[config.mk]
export PLATFORM = sky130hd
export DESIGN_NAME = hazard_unit
export DESIGN_NICKNAME = d
export VERILOG_FILES = /design/src/rtl/hazard_unit.sv
export SDC_FILE = /design/constraint.sdc
export NUM_CORES = 1
export LEC_CHECK = 0
export ABC_AREA = 1
export CORE_MARGIN = 3
export CORE_UTILIZATION = 47
export CTS_CLUSTER_DIAMETER = 200
export DETAILED_ROUTE_END_ITERATION = 8
export GPL_TIMING_DRIVEN = 1
export PLACE_DENSITY = 0.77
export SLEW_MARGIN = 20
export SYNTH_ARGS = -nofsm -noshare
export SYNTH_HDL_FRONTEND = slang
export SYNTH_SLANG_ARGS = --single-unit
[constraint.sdc]
create_clock -name CLK -period 10.2 [get_ports CLK]
set_clock_uncertainty 0.05 [all_clocks]
set_input_delay 2.04 -clock CLK [delete_from_list [all_inputs] [get_ports CLK]]
set_output_delay 2.04 -clock CLK [all_outputs]
set_load 0.01 [all_outputs]
[src/rtl/hazard_unit.sv]
// hazard_unit: pipeline stall/flush controller for the five-stage core.
// Resolves load-use, ifetch miss, data-memory wait, redirect and halt
// hazards, and keeps saturating performance counters.
module hazard_unit #(
  parameter int unsigned CNT_W = 32
) (
  input  logic             CLK,
  input  logic             RST,
  input  logic             ihit,
  input  logic             dhit,
  input  logic [4:0]       id_rs,
  input  logic [4:0]       id_rt,
  input  logic             id_uses_rt,
  input  logic             ex_memtoreg,
  input  logic [4:0]       ex_rd,
  input  logic             mem_dren,
  input  logic             mem_dwen,
  input  logic             mem_pcsrc,
  input  logic             mem_halt,
  output logic             pc_en,
  output logic             ifid_en,
  output logic             idex_en,
  output logic             exmem_en,
  output logic             memwb_en,
  output logic             ifid_flush,
  output logic             idex_flush,
  output logic             exmem_flush,
  output logic             halted,
  output logic [CNT_W-1:0] cycle_cnt,
  output logic [CNT_W-1:0] stall_cnt,
  output logic [CNT_W-1:0] flush_cnt
);

  typedef enum logic [1:0] {
    RUN   = 2'd0,
    DWAIT = 2'd1,
    HALT  = 2'd2
  } state_e;

  state_e           state_q, state_d;
  logic [CNT_W-1:0] cycle_q, cycle_d;
  logic [CNT_W-1:0] stall_q, stall_d;
  logic [CNT_W-1:0] flush_q, flush_d;

  logic dreq;
  logic loaduse;
  logic redirect;

  assign dreq    = mem_dren | mem_dwen;
  // $0 is hard-wired zero, so a load targeting it never creates a dependency.
  assign loaduse = ex_memtoreg & (ex_rd != 5'd0) &
                   ((ex_rd == id_rs) | (id_uses_rt & (ex_rd == id_rt)));

  // Prioritised hazard resolution: enables, flushes and next state.
  always_comb begin
    // NOTE: every output of this block gets a default first so that no path
    // leaves a signal unassigned, which would otherwise infer a latch.
    pc_en       = 1'b1;
    ifid_en     = 1'b1;
    idex_en     = 1'b1;
    exmem_en    = 1'b1;
    memwb_en    = 1'b1;
    ifid_flush  = 1'b0;
    idex_flush  = 1'b0;
    exmem_flush = 1'b0;
    redirect    = 1'b0;
    state_d     = state_q;

    if (RST) begin
      // Hold the whole pipeline while reset is asserted.
      {pc_en, ifid_en, idex_en, exmem_en, memwb_en} = 5'b0;
    end else if (state_q == HALT) begin
      {pc_en, ifid_en, idex_en, exmem_en, memwb_en} = 5'b0;
    end else begin
      // RUN and DWAIT share one rule table; DWAIT only differs in that it
      // was entered by an outstanding data access.
      state_d = RUN;
      if (dreq && !dhit) begin
        {pc_en, ifid_en, idex_en, exmem_en, memwb_en} = 5'b0;
        state_d = DWAIT;
      end else if (mem_halt) begin
        // Only the halt itself retires; everything younger freezes.
        {pc_en, ifid_en, idex_en, exmem_en} = 4'b0;
        state_d = HALT;
      end else if (mem_pcsrc) begin
        // Redirect wins over load-use and ifetch miss: the younger
        // instructions are squashed regardless.
        ifid_flush  = 1'b1;
        idex_flush  = 1'b1;
        exmem_flush = 1'b1;
        redirect    = 1'b1;
      end else if (loaduse) begin
        pc_en      = 1'b0;
        ifid_en    = 1'b0;
        idex_flush = 1'b1;
      end else if (!ihit) begin
        pc_en      = 1'b0;
        ifid_flush = 1'b1;
      end
    end
  end

  // Saturating performance counters; all freeze in HALT.
  always_comb begin
    cycle_d = cycle_q;
    stall_d = stall_q;
    flush_d = flush_q;
    if (state_q != HALT) begin
      if (cycle_q != '1)              cycle_d = cycle_q + CNT_W'(1);
      if (!pc_en && stall_q != '1)    stall_d = stall_q + CNT_W'(1);
      if (redirect && flush_q != '1)  flush_d = flush_q + CNT_W'(1);
    end
  end

  // State and counter registers with asynchronous reset.
  always_ff @(posedge CLK or posedge RST) begin
    // NOTE: sequential state is written with non-blocking assignments so
    // every register samples the pre-edge values of the others.
    if (RST) begin
      state_q <= RUN;
      cycle_q <= '0;
      stall_q <= '0;
      flush_q <= '0;
    end else begin
      state_q <= state_d;
      cycle_q <= cycle_d;
      stall_q <= stall_d;
      flush_q <= flush_d;
    end
  end

  assign halted    = (state_q == HALT);
  assign cycle_cnt = cycle_q;
  assign stall_cnt = stall_q;
  assign flush_cnt = flush_q;

endmodule

==> summary.md <==
| Metric | Value |
|---|---|
| Post-synth EDFFs | 0 |
| Initial antenna violation count | 0 |
| Setup Fix Bufs, Post-CTS | 0 |
| Worst setup EP type | output port |
| Final wirelength | 17600 µm |
| Top cell type's share of synthesized area | 0.377 |
| Post-Place Setup Slack | about 3.4 ns |
| Clk_lat worst skew | 0.35 ns |
| Worst Path Required | ~8.1 ns |
| Worst-path clk slew | 0.06 ns |
| Critical path arrival | 4.71 ns |
| Worst Hold Class | register to register |
| Layout cell share with drive strength beyond 1 | 0.0430 |
| Root buf cell | clkbuf_16 |
| Unrepaired setup endpoints after global routing | no |
| CTS Buf Count | 9 |
| Power share of the sequential group | 0.525 |
| Synth top area cells | dfrtp_1 38%, nand2_1 23%, xor2_1 7.1% |
| Post_cts resized | 0 |
| Clock share of power | 0.440 |
| Worst vdd ir | 0.0000911 V |
| Clock sinks | a little under 100 |
| RR Startpoint | cycle_cnt[0] |
| Synth top cells by count | 394 x nand2_1, 98 x dfrtp_1, 97 x nor2_1 |
| Minimum clock period | slightly below 7 ns |
| Switching fraction of total power | 0.219 |
| Final net count | 1095 |
| Total of max-cap violations | 0 |
| Ant. Diodes | 0 |
| Initial Util | 0.485 |
| Non-filler cells in the finished layout | approximately 1200 |
| Via count | 6287 |
| Dpl hpwl | between 10000 and 15000 µm |
| Psw | 0.162 mW |
| Number of global-route vias before repair | 5665 |
| Setup ws final | 3.40 ns |
| Int Pwr | 0.577 mW |
| Synth Warn # | 0 |
| Setup TNS | 0 ns |
| Io pins | 130 |
| P&R area growth vs syn | 25.2% |
| Synth Register Bits | between 90 and 100 |
| PwrDens | 90.8 nW/µm² |
| Largest area contributor in the netlist | dfrtp_1 |
| Startpoint class of the critical path | input pin |
| CTS tree | done |
| Overall die height | 124 µm |
| Final setup fails | 0 |
| Hold Path Depth | 2 |
| R2R Setup Slk | 7.57 ns |
| Count leader, synth | nand2_1 |
| Fillers | 1247 |
| Starting DRT DRC Count | 404 |
| Share of power burned in combinational logic | 0.034 |
| DIE WIDTH | approximately 120 µm |
| Placer Congestion | 0.946 |
| Detailed-route DRC error count | 0 |
| Detail Route Antenna Nets | 0 |
| Hold Crit Start | state_q[0] |
| P_leak | 3.73 nW |
| Syn nets | 975 |
| Async SR Flop Fraction | 1.00 |
| Post-route clock period utilization | 0.667 |
| Grt total ovfl | 0 |
| Hold buffer count at cts | 0 |
| Hold endpoint | state_q[0] |
| Fin. Hold Viols | 0 |
| Worst-Margin Slew | 0.775 ns |
| H-tree lvl count | 3 |
| Peak Freq | 0.147 GHz |
| Mapped Cells | 947 |
| Reg2reg end | cycle_cnt[14] |
| Largest net degree at the start of global routing | approximately 60 |
| Hold Slack | between 0.4 and 0.5 ns |
| I/O Buffers | 129 |
| GRT Total Usage | 0.235 |
| DR vias/cell | just over 5 |
| First-pass GRT wire length | 28600 µm |
| R2R depth | 10 |
| Syn Area/Cell | 6.86 µm² |
| Dpl cells | 1232 |
| Sequential cell area fraction in the yosys report | 0.377 |
| Clock Path Buffers | 2 |
| Cell variety after synth | 29 |
| Status | finished, final reports clean |
| Pins over their slew limit | 0 |
| Cell area after synthesis | about 6500 µm² |
| DIE AREA | 15300 µm² |
| Pre-Repair DR Iteration Count | 5 |
| Max FO, Critical Path | 42 |
| Critical path class | input pin to output port |
| Num rows | 42 |
| Power, Total | 0.739 mW |
| Wire length per cell | 14.1 µm |
| Main synth FF type | dfrtp_1 |
| Core region area | 13400 µm² |
| Slew HR | 0.482 |
-- cell type report --
type / instances / area [µm²] / share of cell area
tap: 176 / 220 / 0.0271
sequential: 98 / 2450 / 0.301
clock inverter: 2 / 12.5 / 0.00154
clock buffer: 13 / 260 / 0.0320
timing repair buffer: 130 / 1300 / 0.160
inverter: 84 / 318 / 0.0390
multi-input combinational: 744 / 3580 / 0.440
-- cells by family (layout without fill, tap and decap cells) --
logic type / after synthesis / count (layout) / share of synthesized area
buffers and inverters: 105 / 229 / 0.0722
adder cells (fa/ha/maj): 3 / 3 / 0.00578
flip-flops: 98 / 98 / 0.377
AO/OA/AOI/OAI: 32 / 32 / 0.0277
XOR/XNOR: 85 / 85 / 0.115
AND/OR/NAND/NOR: 624 / 624 / 0.402
-- flip-flops by register name (all words and copies together) (netlist names) --
signal	flops
cycle_cnt	32
flush_cnt	32
stall_cnt	32
state_q	2
-- per-layer routing --
metal	GRT usage	up-vias	routed length (µm)
met5	0	-	0
met4	0.0706	0	327
met3	0.0477	23	1090
met2	0.368	193	8040
met1	0.331	2881	8140
li1	-	3190	-
-- power by group through the flow --
stage	clock, mW	sequential, mW	combinational, mW
4_1_cts	0.334	0.388	0.0263
3_3_place_gp	0	0.396	0.0258
3_5_place_dp	0	0.396	0.0263
5_1_grt	0.348	0.388	0.0292
6_report	0.325	0.388	0.0254
2_1_floorplan	0	0.396	0.0121
-- worst max path at each step --
stage / slack [ns] / to / startpoint
3_3_place_gp: 3.39 / pc_en / RST
5_1_grt: 3.12 / pc_en / RST
3_5_place_dp: 3.37 / pc_en / RST
6_report: 3.40 / pc_en / RST
2_1_floorplan: 2.92 / pc_en / RST
4_1_cts: 3.34 / pc_en / RST
-- layout by cell type, fill, tap and decap left out, drive strengths merged --
| cell | instances |
|---|---|
| nand4 | 12 |
| o22ai | 1 |
| clkbuf | 13 |
| clkinv | 1 |
| nand2 | 399 |
| clkinvlp | 1 |
| buf | 1 |
| nand3 | 61 |
| ha | 3 |
| inv | 84 |
| nor2 | 104 |
| o21ai | 29 |
| nor3 | 40 |
| nand3b | 6 |
| xnor2 | 32 |
| or2 | 1 |
| a21oi | 2 |
| dfrtp | 98 |
| nor4 | 1 |
| xor2 | 53 |
| clkdlybuf4s50 | 129 |
-- metrics by stage --
step | cell area, µm² | util
floorplan | 6500 | -
finish | 8140 | 0.607
CTS | 8140 | 0.607
global route | 8140 | 0.607
global placement | 7870 | 0.587
detailed placement | 7870 | 0.587
-- worst max-delay path: stages --
cell and delay, ns:
clkdlybuf4s50_1 0.44, inv_4 0.39, nand2_1 0.13, inv_2 0.09
o21ai_2 0.06, inv_2 0.09, nand2_4 0.08, inv_2 0.08
nand3_2 0.54, inv_1 0.19, clkdlybuf4s50_1 0.56
No activity file was read; power rests on OpenSTA's default activity.
